--- config.mk ---
export PLATFORM = sky130hd
export DESIGN_NAME = vga_rx
export DESIGN_NICKNAME = d
export VERILOG_FILES = /design/src/rtl/vga_pkg.sv /design/src/rtl/vga_sync_edge.sv /design/src/rtl/vga_rx.sv
export SDC_FILE = /design/constraint.sdc
export NUM_CORES = 1
export LEC_CHECK = 0
export BUFFER_PORTS_ARGS = -buffer_cell sky130_fd_sc_hd__buf_2
export CAP_MARGIN = 20
export CELL_PAD_IN_SITES_DETAIL_PLACEMENT = 1
export CELL_PAD_IN_SITES_GLOBAL_PLACEMENT = 2
export CORE_ASPECT_RATIO = 0.7
export CORE_MARGIN = 4
export CORE_UTILIZATION = 39
export DETAILED_ROUTE_END_ITERATION = 7
export PLACE_DENSITY = 0.9
export SYNTH_ARGS = -nofsm -noshare
export SYNTH_HDL_FRONTEND = slang
export SYNTH_SLANG_ARGS = --single-unit
--- constraint.sdc ---
create_clock -name clk -period 9.7 [get_ports clk]
set_input_delay 0.97 -clock clk [delete_from_list [all_inputs] [get_ports clk]]
set_output_delay 0.97 -clock clk [all_outputs]
set_load 0.03 [all_outputs]
--- src/rtl/vga_pkg.sv ---
// Shared definitions for the VGA link: 640x480 timing, pixel type and receiver states.
package vga_pkg;

  localparam int unsigned PIXEL_BITS = 4;

  localparam int unsigned H_ACTIVE = 640;
  localparam int unsigned H_FRONT  = 16;
  localparam int unsigned H_SYNC   = 96;
  localparam int unsigned H_BACK   = 48;
  localparam int unsigned H_TOTAL  = H_ACTIVE + H_FRONT + H_SYNC + H_BACK;

  localparam int unsigned V_ACTIVE = 480;
  localparam int unsigned V_FRONT  = 10;
  localparam int unsigned V_SYNC   = 2;
  localparam int unsigned V_BACK   = 33;
  localparam int unsigned V_TOTAL  = V_ACTIVE + V_FRONT + V_SYNC + V_BACK;

  typedef struct packed {
    logic [PIXEL_BITS-1:0] r;
    logic [PIXEL_BITS-1:0] g;
    logic [PIXEL_BITS-1:0] b;
  } rgb_t;

  typedef enum logic [1:0] {
    SEARCH  = 2'd0,
    MEASURE = 2'd1,
    LOCKED  = 2'd2
  } rx_state_t;

endpackage

--- src/rtl/vga_sync_edge.sv ---
// Input register stage for colour and both active-low syncs, plus falling-edge detect.
module vga_sync_edge
  import vga_pkg::*;
#(
  parameter int unsigned DATA_BITS = 3 * PIXEL_BITS
) (
  input  logic                 clk,
  input  logic                 rst_n,
  input  logic [DATA_BITS-1:0] data,
  input  logic                 h_sync,
  input  logic                 v_sync,
  output logic [DATA_BITS-1:0] data_dly,
  output logic                 hs_fall,
  output logic                 vs_fall
);

  logic [DATA_BITS-1:0] data_q;
  logic                 hs_q, hs_d, vs_q, vs_d;

  // Colour is delayed alongside the previous-sync stage so a sample taken on
  // the pixel strobe belongs to the pixel the x counter currently names.
  always_ff @(posedge clk or negedge rst_n) begin
    if (!rst_n) begin
      data_q   <= '0;
      data_dly <= '0;
      hs_q     <= 1'b0;
      hs_d     <= 1'b0;
      vs_q     <= 1'b0;
      vs_d     <= 1'b0;
    end else begin
      data_q   <= data;
      data_dly <= data_q;
      hs_q     <= h_sync;
      hs_d     <= hs_q;
      vs_q     <= v_sync;
      vs_d     <= vs_q;
    end
  end

  assign hs_fall = hs_d & ~hs_q;
  assign vs_fall = vs_d & ~vs_q;

endmodule

--- src/rtl/vga_rx.sv ---
// VGA receiver: rebuilds pixel/line counters from sync edges, locks on good timing, writes frame RAM.
// Optional VGA_RX_DECIMATE_EN: store only even x on even y into a quarter-size buffer.
module vga_rx
  import vga_pkg::*;
#(
  parameter int unsigned PIXEL_BITS = vga_pkg::PIXEL_BITS,
  parameter int unsigned CLK_DIV    = 2,
  parameter int unsigned H_ACTIVE   = vga_pkg::H_ACTIVE,
  parameter int unsigned H_FRONT    = vga_pkg::H_FRONT,
  parameter int unsigned H_SYNC     = vga_pkg::H_SYNC,
  parameter int unsigned H_BACK     = vga_pkg::H_BACK,
  parameter int unsigned V_ACTIVE   = vga_pkg::V_ACTIVE,
  parameter int unsigned V_FRONT    = vga_pkg::V_FRONT,
  parameter int unsigned V_SYNC     = vga_pkg::V_SYNC,
  parameter int unsigned V_BACK     = vga_pkg::V_BACK,
`ifdef VGA_RX_DECIMATE_EN
  parameter int unsigned ADDR_BITS  = $clog2(H_ACTIVE * V_ACTIVE / 4)
`else
  parameter int unsigned ADDR_BITS  = $clog2(H_ACTIVE * V_ACTIVE)
`endif
) (
  input  logic                    clk,
  input  logic                    rst_n,
  input  logic [PIXEL_BITS-1:0]   vga_r,
  input  logic [PIXEL_BITS-1:0]   vga_g,
  input  logic [PIXEL_BITS-1:0]   vga_b,
  input  logic                    h_sync,
  input  logic                    v_sync,
  output logic                    wr_en,
  output logic [ADDR_BITS-1:0]    wr_addr,
  output logic [3*PIXEL_BITS-1:0] wr_data,
  output logic                    frame_start,
  output logic                    locked,
  output logic [7:0]              err_count,
  output logic [9:0]              pix_x,
  output logic [9:0]              pix_y
);

  localparam int unsigned H_TOTAL  = H_ACTIVE + H_FRONT + H_SYNC + H_BACK;
  localparam int unsigned V_TOTAL  = V_ACTIVE + V_FRONT + V_SYNC + V_BACK;
  localparam int unsigned H_OFF    = H_SYNC + H_BACK;
  localparam int unsigned V_OFF    = V_SYNC + V_BACK;
  localparam int unsigned DIV_BITS = (CLK_DIV > 1) ? $clog2(CLK_DIV) : 1;

  logic [3*PIXEL_BITS-1:0] colour;
  logic                    hs_fall, vs_fall;
  logic [DIV_BITS-1:0]     div;
  logic [9:0]              x, y, ax, ay;
  logic                    vs_pend, seen_strobe, all_good;
  logic                    strobe, y_clear, line_good, frame_good, timeout;
  logic                    active, keep, lose;
  logic [ADDR_BITS-1:0]    addr;
  rx_state_t               state, state_next;

  vga_sync_edge #(.DATA_BITS(3 * PIXEL_BITS)) u_sync (
    .clk      (clk),
    .rst_n    (rst_n),
    .data     ({vga_r, vga_g, vga_b}),
    .h_sync   (h_sync),
    .v_sync   (v_sync),
    .data_dly (colour),
    .hs_fall  (hs_fall),
    .vs_fall  (vs_fall)
  );

  // A strobe coinciding with hs_fall is dropped: the line restarts instead.
  assign strobe     = (div == DIV_BITS'(CLK_DIV - 1)) && !hs_fall;
  assign y_clear    = hs_fall && (vs_pend || vs_fall);
  assign line_good  = (x == 10'(H_TOTAL - 1)) && seen_strobe;
  assign frame_good = (y == 10'(V_TOTAL - 1));
  assign timeout    = (x == 10'(H_TOTAL));

  always_comb begin
    ax     = x - 10'(H_OFF);
    ay     = y - 10'(V_OFF);
    active = (x >= 10'(H_OFF)) && (x < 10'(H_OFF + H_ACTIVE)) &&
             (y >= 10'(V_OFF)) && (y < 10'(V_OFF + V_ACTIVE));
`ifdef VGA_RX_DECIMATE_EN
    keep   = !ax[0] && !ay[0];
    addr   = ADDR_BITS'(32'(ay >> 1) * (H_ACTIVE / 2) + 32'(ax >> 1));
`else
    keep   = 1'b1;
    addr   = ADDR_BITS'(32'(ay) * H_ACTIVE + 32'(ax));
`endif
  end

  always_comb begin
    state_next = state;
    lose       = 1'b0;
    case (state)
      SEARCH:  if (y_clear) state_next = MEASURE;
      MEASURE: if (y_clear && all_good && line_good && frame_good) state_next = LOCKED;
      LOCKED: begin
        if (timeout || (hs_fall && !line_good) || (y_clear && !frame_good)) begin
          state_next = SEARCH;
          lose       = 1'b1;
        end
      end
      default: state_next = SEARCH;
    endcase
  end

  always_ff @(posedge clk or negedge rst_n) begin
    if (!rst_n) begin
      state       <= SEARCH;
      div         <= '0;
      x           <= '0;
      y           <= '0;
      vs_pend     <= 1'b0;
      seen_strobe <= 1'b0;
      all_good    <= 1'b1;
      err_count   <= '0;
      frame_start <= 1'b0;
      wr_en       <= 1'b0;
      wr_addr     <= '0;
      wr_data     <= '0;
    end else begin
      state <= state_next;

      if (hs_fall || div == DIV_BITS'(CLK_DIV - 1)) div <= '0;
      else                                          div <= div + 1'b1;

      if (hs_fall)                 x <= '0;
      else if (strobe && x != '1)  x <= x + 10'd1;

      if (hs_fall)     seen_strobe <= 1'b0;
      else if (strobe) seen_strobe <= 1'b1;

      // vs_fall on the same cycle as hs_fall is consumed by that hs_fall.
      if (hs_fall) begin
        vs_pend <= 1'b0;
        if (vs_pend || vs_fall) y <= '0;
        else if (y != '1)       y <= y + 10'd1;
      end else if (vs_fall) begin
        vs_pend <= 1'b1;
      end

      if (state != MEASURE || y_clear) all_good <= 1'b1;
      else if (hs_fall && !line_good)  all_good <= 1'b0;

      if (lose && err_count != '1) err_count <= err_count + 8'd1;

      frame_start <= y_clear && (state_next == LOCKED);

      wr_en <= 1'b0;
      if (state == LOCKED && strobe && active && keep) begin
        wr_en   <= 1'b1;
        wr_addr <= addr;
        wr_data <= colour;
      end
    end
  end

  assign locked = (state == LOCKED);
  assign pix_x  = x;
  assign pix_y  = y;

endmodule
# After elaboration in Yosys (flattened, before gate mapping)
# Index checks and enable logic that the tools add are counted.
# Widths: inputs -> output; s select.
# totals
regBits	95
in_bits	16
out_inout_bits	62
elab_cells	93
# op_classes
add_sub_neg	7
mul	1
n_lt_le_gt_ge	4
eq_ne	10
mux	18
n_bitwise	4
reduce_logical	31
# ops
op	count
$mux 10	4
$eq 10x10->1 const B	3
$add 10x1->10 const B	2
$lt 10x10->1 const B	2
$ne 10x10->1 const B	2
$add 19x10->19	1
$logic_and 1x1->1	16
$mul 10x3->12 const B	1
$ge 10x6->1 const B	1
$ge 10x8->1 const B	1
$mux 1	10
$reduce_bool 2->1	5
$sub 10x6->10 const B	1
$sub 10x8->10 const B	1
$add 8x1->8 const B	1
$ne 8x8->1 const B	1
$mux 2	3
$pmux 2 s3	1
$logic_or 1x1->1	5
$eq 2x2->1 const B	2
$logic_not 1->1	3
$and 1x1->1	2
$eq 2x1->1 const B	1
$logic_not 2->1	1
4 further kinds	5

# Logic depth before layout (Yosys ltp)
# Gate-level depths: netlist (run 1).
# depth
ltp_word	11
depth_mapped	14
ltp_nobuf	13

# By module
# Synthesis (run 1) repeated with hierarchy kept, for this count alone.
# unflattened
hier_cells	449
area_unflattened_um2	4863.4
# by_module_without_submodules
module	instances	cells_each	area_each_um2	seq_area_each_um2
vga_rx	1	419	4135.2	1677.9
vga_sync_edge	1	30	728.2	700.7

# Least setup slack after synthesis (run 1)
# OpenSTA, ideal clock, no wires.
# synth_path
kind	register to register
start	register y[4] (netlist: pix_y[4])
end	register wr_addr[18]
setup_time_ps	120
arrival_time_ps	3907
required_time_ps	9580
path_slack_ps	5673
stages_incl_launch_ff	13
n_path_buf	1
period_less_slack_ps	4027
path_cell_list	dfrtp_1 buf_2 a2111oi_4 nor2_1 or4b_2 nand2_1 xor2_1 ha_1 or4_1 o221a_1 or2_1 or4_1 a31o_1
# synth_between
elab_chain_len	4
elab_cells_between_ends	8
cone_classes	add/sub: 2; mul: 1; order compare: 2; reduce/logical: 3
# synth_lines
item	line	text
from (decl)	vga_rx.sv:48	logic [9:0] x, y, ax, ay;
from (signal assigned)	vga_rx.sv:133	else if (y != '1) y <= y + 10'd1;
parallel branches: the longest is 4 deep, another holds $add 19x10->19	n/a	
to (signal assigned)	vga_rx.sv:148	wr_addr <= addr;
to (decl)	vga_rx.sv:30	output logic [ADDR_BITS-1:0] wr_addr,
# Parallel ways; which one is timed is not known.
# A chain may end at the register's enable or synchronous reset.

# Worst setup path after layout (run 1)
# Same ends and word-level chain as after synthesis.

==> results_dict.tcl, run 1 <==
set metrics [dict create \
    detail_route.wl_per_cell_microns 17.0 \
    dr_wl_met2_microns 5620 \
    top_layer "met4" \
    yosysTopAreaCellShare_pct 48.8 \
    syn_avg_cell_area_sq_um 10.8 \
    hold_depth 0 \
    setup_violations 0 \
    diodes 0 \
    cp.required_ps 9950 \
    dp_hpwl_microns 8340 \
    core_region_area_sq_um 11900 \
    htree_levels 3 \
    synthTopCellsByArea "dfrtp_1 49%, ha_1 5.7%, mux2_2 5.4%" \
    antenna_found_initial 0 \
    fin_skew_ps 8.68 \
    synthCells 445 \
    fin_crit_ps 4150 \
    peakVddDrop_uv 104 \
    initial_core_util_pct 40.6 \
    drv_slew 0 \
    synth_warnings 0 \
    cts_sinks 95 \
    leakagePower_nw 2.72 \
    max-slew-margin-rel_pct 47.5 \
    synth.largest_area_cell "dfrtp_1" \
    ff2ff_path_depth 11 \
    syn_nets 485 \
    area_growth_pct 16.2 \
    worst_slack_ps 5550 \
    post_cts_resized 0 \
    insertion_delay_ps 350 \
    die_area_sq_um 14200 \
    min_period_over_period_pct 42.8 \
    path_clk_slew_ps 70 \
    crit_fanout 9 \
    cts.root.buffer_cell "clkbuf_16" \
    path_class "register to register" \
    final_util_pct 47.1 \
    grt_max_degree 52 \
    gr-total-overflow 0 \
    hold_viol_final 0 \
    place_ws_ps 5550 \
    start_kind "register" \
    outcome "complete, no violations" \
    synth_common_cells "94 x dfrtp_1, 41 x nor2_1, 26 x xnor2_1" \
    wl_microns 11500 \
    grt_usage_pct 17.1 \
    numCtsBuffers 9 \
    vias_per_cell 5.24 \
    drc 0 \
    vias 3536 \
    cap_viol_max_count 0 \
    num_io_pins 78 \
    synth_flop_cell "dfrtp_1" \
    holdBufCountCts 0 \
    gp_congestion 0.817 \
    drtPass1Iterations 4 \
    grt_pass1_wl_microns 19700 \
    synth_area_sq_um 4820 \
    dpl-instance-area_sq_um 5310 \
    drtIter0Drc 137 \
    portBuffers 77 \
    die-height_microns 101 \
    rsz0062_at_grt "no" \
    ys_types 60 \
    synthArstFlopShare_pct 100 \
    ys_seq_elements 95 \
    post_cts_buffers 0 \
    grt_pass1_vias 3890 \
    setup_tns_ps 0 \
    cts_tree "built" \
    synth_edf_count 0 \
    clockBufferDepth 2 \
    cellPowerDensity_nw_per_um2 186 \
    rows 33 \
    yosysMostFrequentCell "dfrtp_1" \
    drive_gt1_share_pct 24.5 \
    nNetsFinal 553 \
    wl_met3_microns 543 \
    arrival_ps 4390 \
    whs_ps 348 \
    hold_class "register to register" \
    drt-met1-wl_microns 5200 \
    ys_seq_area_share_pct 49.3 \
    fmax_mhz 241 \
    cp-end-kind "register" \
    die_width_microns 141 \
    design_area_sq_um 5600 \
    ant_nets 0 \
    tightest_slew_ps 783 \
]
sequential cells by signal, summed over array words and instances (netlist names), 2 cells and up:
| signal | cells |
|---|---|
| u_sync.data_q | 12 |
| pix_y | 10 |
| err_count | 8 |
| wr_addr | 19 |
| state | 2 |
| pix_x | 10 |
| u_sync.data_dly | 12 |
| wr_data | 12 |
cell type report:
class,instances,area (sq um)
fill,1312,6290
sequential,95,2380
multi-input combinational,309,2260
timing repair buffer,80,410
clock buffer,10,239
tap,157,196
inverter,18,67.6
clock inverter,6,51.3
cells by family after synthesis:
kind of cell	after synthesis	synth area share, %
simple gates	139	15.0
flops	95	49.3
compound gates	74	11.0
buf+inv	41	3.79
fa+ha+maj	24	6.54
mux	26	5.99
xor+xnor	46	8.36
per-layer routing:
metal,vias up,GRT usage (%)
li1,1706,-
met1,1763,20.9
met2,59,30.1
met3,8,5.45
met4,0,3.43
met5,-,0
worst paths after layout:
kind | from | to | slack, ps
min in group asynchronous | rst_n | u_sync.data_q[10]$_DFF_PN0_ | 610
worst max register to register | pix_y[4]$_DFFE_PN0P_ | wr_addr[18]$_DFFE_PN0P_ | 5550
max in group asynchronous | rst_n | pix_y[0]$_DFFE_PN0P_ | 8000
worst min register to register | u_sync.data_q[0]$_DFF_PN0_ | u_sync.data_dly[0]$_DFF_PN0_ | 350
worst min-delay path | u_sync.data_q[0]$_DFF_PN0_ | u_sync.data_dly[0]$_DFF_PN0_ | 350
worst max-delay path | pix_y[4]$_DFFE_PN0P_ | wr_addr[18]$_DFFE_PN0P_ | 5550
through the flow:
step	std cells	power, mW
after floorplan	445	0.638
after global placement	659	0.690
after detailed placement	659	0.702
after CTS	675	1.06
after global routing	675	1.12
final	675	1.04
cell usage in the layout, fill, tap and decap left out, types with 3 or more instances in the layout:
cell type  synthesis  layout
o31ai_1            3       3
nor2_1            41      41
o21ai_0           18      18
nor3_1             4       4
xor2_1            20      20
buf_4              6       4
a31oi_1            3       3
xnor2_1           26      26
dfrtp_1           94      94
nand2_1           25      25
buf_2              5      76
a21oi_1           18      18
mux2i_1            3       3
o211ai_1           3       3
nand2b_1           5       5
inv_1             17      17
nand3_1           14      14
nor2b_1            8       8
nand4_1           15      15
clkbuf_16          0       9
or4_1              3       3
o21a_1             3       3
and3_1             8       8
ha_1              22      22
mux2_2            23      23
a211oi_1           4       4
where the power goes:
| group | total (mW) | switching (mW) | internal [mW] |
|---|---|---|---|
| Combinational | 0.264 | 0.163 | 0.101 |
| Clock | 0.350 | 0.165 | 0.185 |
| Sequential | 0.430 | 0.0187 | 0.411 |
critical path: stages, from the launching register on:
cell and delay, ps:
dfrtp_1 500, a2111oi_4 540, nor2_1 190, or4b_2 640
nand2_1 90, xor2_1 70, ha_1 280, or4_1 490
o221a_1 230, or2_1 260, or4_1 530, a31o_1 230
Power figures use the tool's default switching activity.
==> run 2, diff against run 1 <==
CORE_UTILIZATION = 33   (was 39)
PLACE_DENSITY = 0.82   (was 0.9)
clock period = 3.8 ns   (was 9.7 ns; I/O delays follow)
==> run 2 against run 1 <==
Effect of this change:
- global-route usage shrank 2.3 points
- die area up 17%
- sequential share of layout area is 2.0 points lower
- combinational power grew to 3.0 times the previous value
- highest routed layer unchanged
==> results_dict.tcl, run 2 (same netlist as run 1, synthesis figures left out) <==
set metrics [dict create \
    ant_nets 0 \
    die_area_sq_um 16600 \
    peakVddDrop_uv 288 \
    num_io_pins 78 \
    clockBufferDepth 2 \
    hold_class "input pin to async pin" \
    core_region_area_sq_um 14100 \
    nNetsFinal 575 \
    final_util_pct 41.8 \
    cp-startpoint "pix_y[1]$_DFFE_PN0P_" \
    rows 36 \
    grt_pass1_vias 3934 \
    gr-total-overflow 0 \
    cts_tree "built" \
    cap_viol_max_count 0 \
    insertion_delay_ps 350 \
    tightest_slew_ps 877 \
    largest_reg_flops 19 \
    detail_route.wl_per_cell_microns 16.5 \
    vias 3647 \
    setup_violations 0 \
    max-slew-margin-rel_pct 41.2 \
    fmax_mhz 269 \
    antenna_found_initial 0 \
    grt_pass1_wl_microns 20000 \
    leakagePower_nw 2.85 \
    setup_tns_ps 0 \
    fin_skew_ps 8.92 \
    arrival_ps 3950 \
    cts.root.buffer_cell "clkbuf_16" \
    drv_slew 0 \
    wl_met3_microns 548 \
    final_common_cell "dfrtp_1" \
    drtPass1Iterations 4 \
    drt-met1-wl_microns 5530 \
    worst_slack_ps 89.0 \
    cts_sinks 95 \
    vias_per_cell 5.00 \
    htree_levels 3 \
    area_growth_pct 22.2 \
    diodes 0 \
    cellPowerDensity_nw_per_um2 472 \
    drc 0 \
    numCtsBuffers 9 \
    grt_usage_pct 14.9 \
    drive_gt1_share_pct 30.6 \
    path_class "register to register" \
    hold_viol_final 0 \
    ff2ff_path_depth 12 \
    crit_fanout 5 \
    cp-end-kind "register" \
    fin_crit_ps 3710 \
    whs_ps 128 \
    holdBufCountCts 0 \
    path_clk_slew_ps 70 \
    outcome "complete, no violations" \
    layout_common_cells "89 x dfrtp_1, 76 x buf_2, 40 x nor2_1, 26 x xnor2_1, 25 x buf_4" \
    wl_microns 12000 \
    dr_wl_met2_microns 5810 \
    regToRegStartpoint "pix_y[1]$_DFFE_PN0P_" \
    die_width_microns 152 \
    drtIter0Drc 149 \
    place_ws_ps 75.0 \
    initial_core_util_pct 34.2 \
    gp_congestion 0.810 \
    min_period_over_period_pct 97.7 \
    die-height_microns 109 \
    largest-register "wr_addr" \
    grt_max_degree 68 \
    dp_hpwl_microns 8700 \
    top_layer "met4" \
    power_mw 2.78 \
    portBuffers 77 \
    cp.required_ps 4040 \
    start_kind "register" \
]
-- run 2: cell types whose count changed in the layout (fill, tap and decap cells not counted), sizes merged --
cell | before | now
buf | 80 | 102
clkinv | 2 | 4
clkbuf | 10 | 9
clkinvlp | 2 | 1
-- run 2: cell type report --
cell class | count | area, sq um
multi-input cells | 309 | 2320
well taps | 190 | 238
fillers | 1608 | 8210
repair buffers | 102 | 588
inverters | 18 | 67.6
clock buffers | 9 | 225
flip-flops and latches | 95 | 2380
clock inverters | 7 | 66.3
-- run 2: worst paths after layout --
check / end / slack (ps)
worst min-delay path: u_sync.data_dly[10]$_DFF_PN0_ / 130
worst max-delay path: wr_addr[18]$_DFFE_PN0P_ / 90
worst max register to register: wr_addr[18]$_DFFE_PN0P_ / 90
worst min register to register: u_sync.data_dly[8]$_DFF_PN0_ / 350
min in group clk: u_sync.data_q[6]$_DFF_PN0_ / 130
max in group asynchronous: all_good$_DFFE_PN1P_ / 2700
-- run 2: layer usage --
metal	global-route usage (%)	vias to the layer above
li1	-	1739
met1	19.0	1839
met2	24.9	59
met3	4.52	10
met4	3.81	0
met5	0	-
-- run 2: what timing repair did --
item	in CTS	in global routing
gates resized for setup	0	11
endpoints found under the setup margin	0	1
buffers inserted	0	4
-- run 2: where the power goes --
group / internal, mW / total (mW) / switching (mW)
Combinational: 0.328 / 0.794 / 0.467
Sequential: 1.05 / 1.09 / 0.0382
Clock: 0.459 / 0.896 / 0.437
-- run 2: through the flow --
| stage | area [sq um] | cells |
|---|---|---|
| 6_report | 5890 | 730 |
| 5_1_grt | 5890 | 730 |
| 4_1_cts | 5810 | 726 |
| 3_5_place_dp | 5520 | 710 |
| 3_3_place_gp | 5520 | 710 |
| 2_1_floorplan | 4860 | 445 |
-- run 2: critical path: stages (launching register included) --
cell       delay, ps
dfrtp_2          430
buf_4            160
a2111oi_4        410
nor2_2            80
or4b_4           490
nand2_2           80
xor2_1            70
ha_2             230
or4_1            480
o221a_1          260
or2_1            260
or4_1            470
a31o_1           180
==> run 3, diff against run 2 <==
BUFFER_PORTS_ARGS = not set   (was -buffer_cell sky130_fd_sc_hd__buf_2)
CORE_UTILIZATION = 37   (was 33)
DONT_BUFFER_PORTS = 1   (was not set)
PLACE_DENSITY = 0.81   (was 0.82)
==> run 3 against run 2 <==
Effect of this change:
- clock skew hardly changed
- utilization up 2.5 points
- highest routed layer unchanged
- global-route usage increased by 0.75 points
- worst setup slack gained 47 ps
- design area down 5.3%
- final cell count shrank 13%
- critical path depth unchanged
- sequential power about the same
==> results_dict.tcl, run 3 (same netlist as run 1, synthesis figures left out) <==
set metrics [dict create \
    design_area_sq_um 5580 \
    antenna_found_initial 0 \
    gp_congestion 0.819 \
    r2r-end "wr_addr[18]$_DFFE_PN0P_" \
    dp_cells 613 \
    cap_viol_max_count 0 \
    area_growth_pct 15.7 \
    diodes 0 \
    vias 3405 \
    peakVddDrop_uv 238 \
    largest_reg_flops 19 \
    cellPowerDensity_nw_per_um2 496 \
    ant_nets 0 \
    dp_hpwl_microns 8170 \
    htree_levels 3 \
    cp-end-kind "register" \
    max-slew-margin-rel_pct 45.0 \
    r2r_slack_ps 140 \
    leakagePower_nw 2.53 \
    layout_common_cells "90 x dfrtp_1, 40 x nor2_1, 36 x buf_4, 26 x xnor2_1, 24 x nand2_1" \
    fmax_mhz 273 \
    setup_violations 0 \
    final_util_pct 44.3 \
    fin_cells 638 \
    arrival_ps 3910 \
    final_common_cell "dfrtp_1" \
    detail_route.wl_per_cell_microns 17.8 \
    grt_pass1_vias 3617 \
    insertion_delay_ps 350 \
    numCtsBuffers 9 \
    dpl-instance-area_sq_um 5160 \
    grt_max_degree 96 \
    cp-startpoint "pix_y[1]$_DFFE_PN0P_" \
    worst_slack_ps 136 \
    portBuffers 0 \
    power_mw 2.77 \
    start_kind "register" \
    whs_ps 53.4 \
    gr-total-overflow 0 \
    clockBufferDepth 2 \
    ff2ff_path_depth 12 \
    grt_usage_pct 15.6 \
    die_width_microns 144 \
    path_class "register to register" \
    rows 34 \
    hold_viol_final 0 \
    drc 0 \
    tightest_slew_ps 820 \
    initial_core_util_pct 38.3 \
    cts_tree "built" \
    crit_fanout 3 \
    setup_tns_ps 0 \
    vias_per_cell 5.34 \
    cp.required_ps 4050 \
    place_ws_ps 92.0 \
    regToRegStartpoint "pix_y[1]$_DFFE_PN0P_" \
    critPathCapture "wr_addr[18]$_DFFE_PN0P_" \
    core_region_area_sq_um 12600 \
    die-height_microns 104 \
    cts.root.buffer_cell "clkbuf_16" \
    min_period_over_period_pct 96.4 \
    grt_pass1_wl_microns 18900 \
    nNetsFinal 511 \
    die_area_sq_um 15000 \
    largest-register "wr_addr" \
    drive_gt1_share_pct 20.4 \
    num_io_pins 78 \
    drv_slew 0 \
    wl_microns 11300 \
    drtPass1Iterations 4 \
    drtIter0Drc 131 \
    fin_skew_ps 8.77 \
    cts_sinks 95 \
    outcome "complete, no violations" \
    hold_class "input pin to register" \
    path_clk_slew_ps 80 \
    fin_crit_ps 3660 \
]
-- run 3: cell count changes in the layout (fill, tap and decap cells not counted), sizes merged --
cell and change:
buf -65, clkinvlp -1, dlygate4sd3 +1, inv +1
-- run 3: timing repair --
action / 4_1_cts / 5_1_grt
endpoints found under the setup margin: 0 / 1
hold buffers: 2 / 0
gates resized for setup: 0 / 5
buffers inserted: 0 / 7
endpoints found under the hold margin: 95 / 0
-- run 3: critical path, stage by stage, from the launching register on --
cell and delay (ps):
dfrtp_2 440, buf_4 150, a2111oi_4 400, nor2_2 90
or4b_4 480, nand2_1 90, xor2_1 70, ha_2 210
or4_1 470, o221a_1 230, or2_1 240, or4_1 510
a31o_1 180
-- run 3: final cells by class --
type / instances / area [sq um]
clock buffers: 9 / 225
clock inverters: 7 / 83.8
fillers: 1374 / 7010
inverters: 18 / 67.6
multi-input cells: 309 / 2310
flip-flops and latches: 95 / 2380
well taps: 162 / 203
repair buffers: 38 / 308
-- run 3: worst min-delay path by stage --
stage                   from                          end  slack, ps  cells after the start
global route        vga_r[1]   u_sync.data_q[9]$_DFF_PN0_         30                      0
finish              vga_r[2]  u_sync.data_q[10]$_DFF_PN0_         50                      0
floorplan              rst_n                div$_DFF_PN0_         80                      0
global placement       rst_n         pix_y[6]$_DFFE_PN0P_         90                      0
detailed placement     rst_n         pix_y[6]$_DFFE_PN0P_         90                      0
CTS                 vga_r[1]   u_sync.data_q[9]$_DFF_PN0_         40                      0
-- run 3: power by group --
group,switching (mW),total [mW],internal [mW]
sequential,0.0660,1.12,1.05
clock,0.457,0.932,0.475
combinational,0.421,0.720,0.299
total,0.944,2.77,1.82
-- run 3: per-layer routing --
layer  global-route usage [%]  vias to the layer above  share of wire (%)
li1                         -                     1613                  -
met4                     3.20                        0               0.77
met3                     5.25                        8                5.5
met1                     20.9                     1723                 46
met5                        0                        -                  0
met2                     24.7                       61                 47
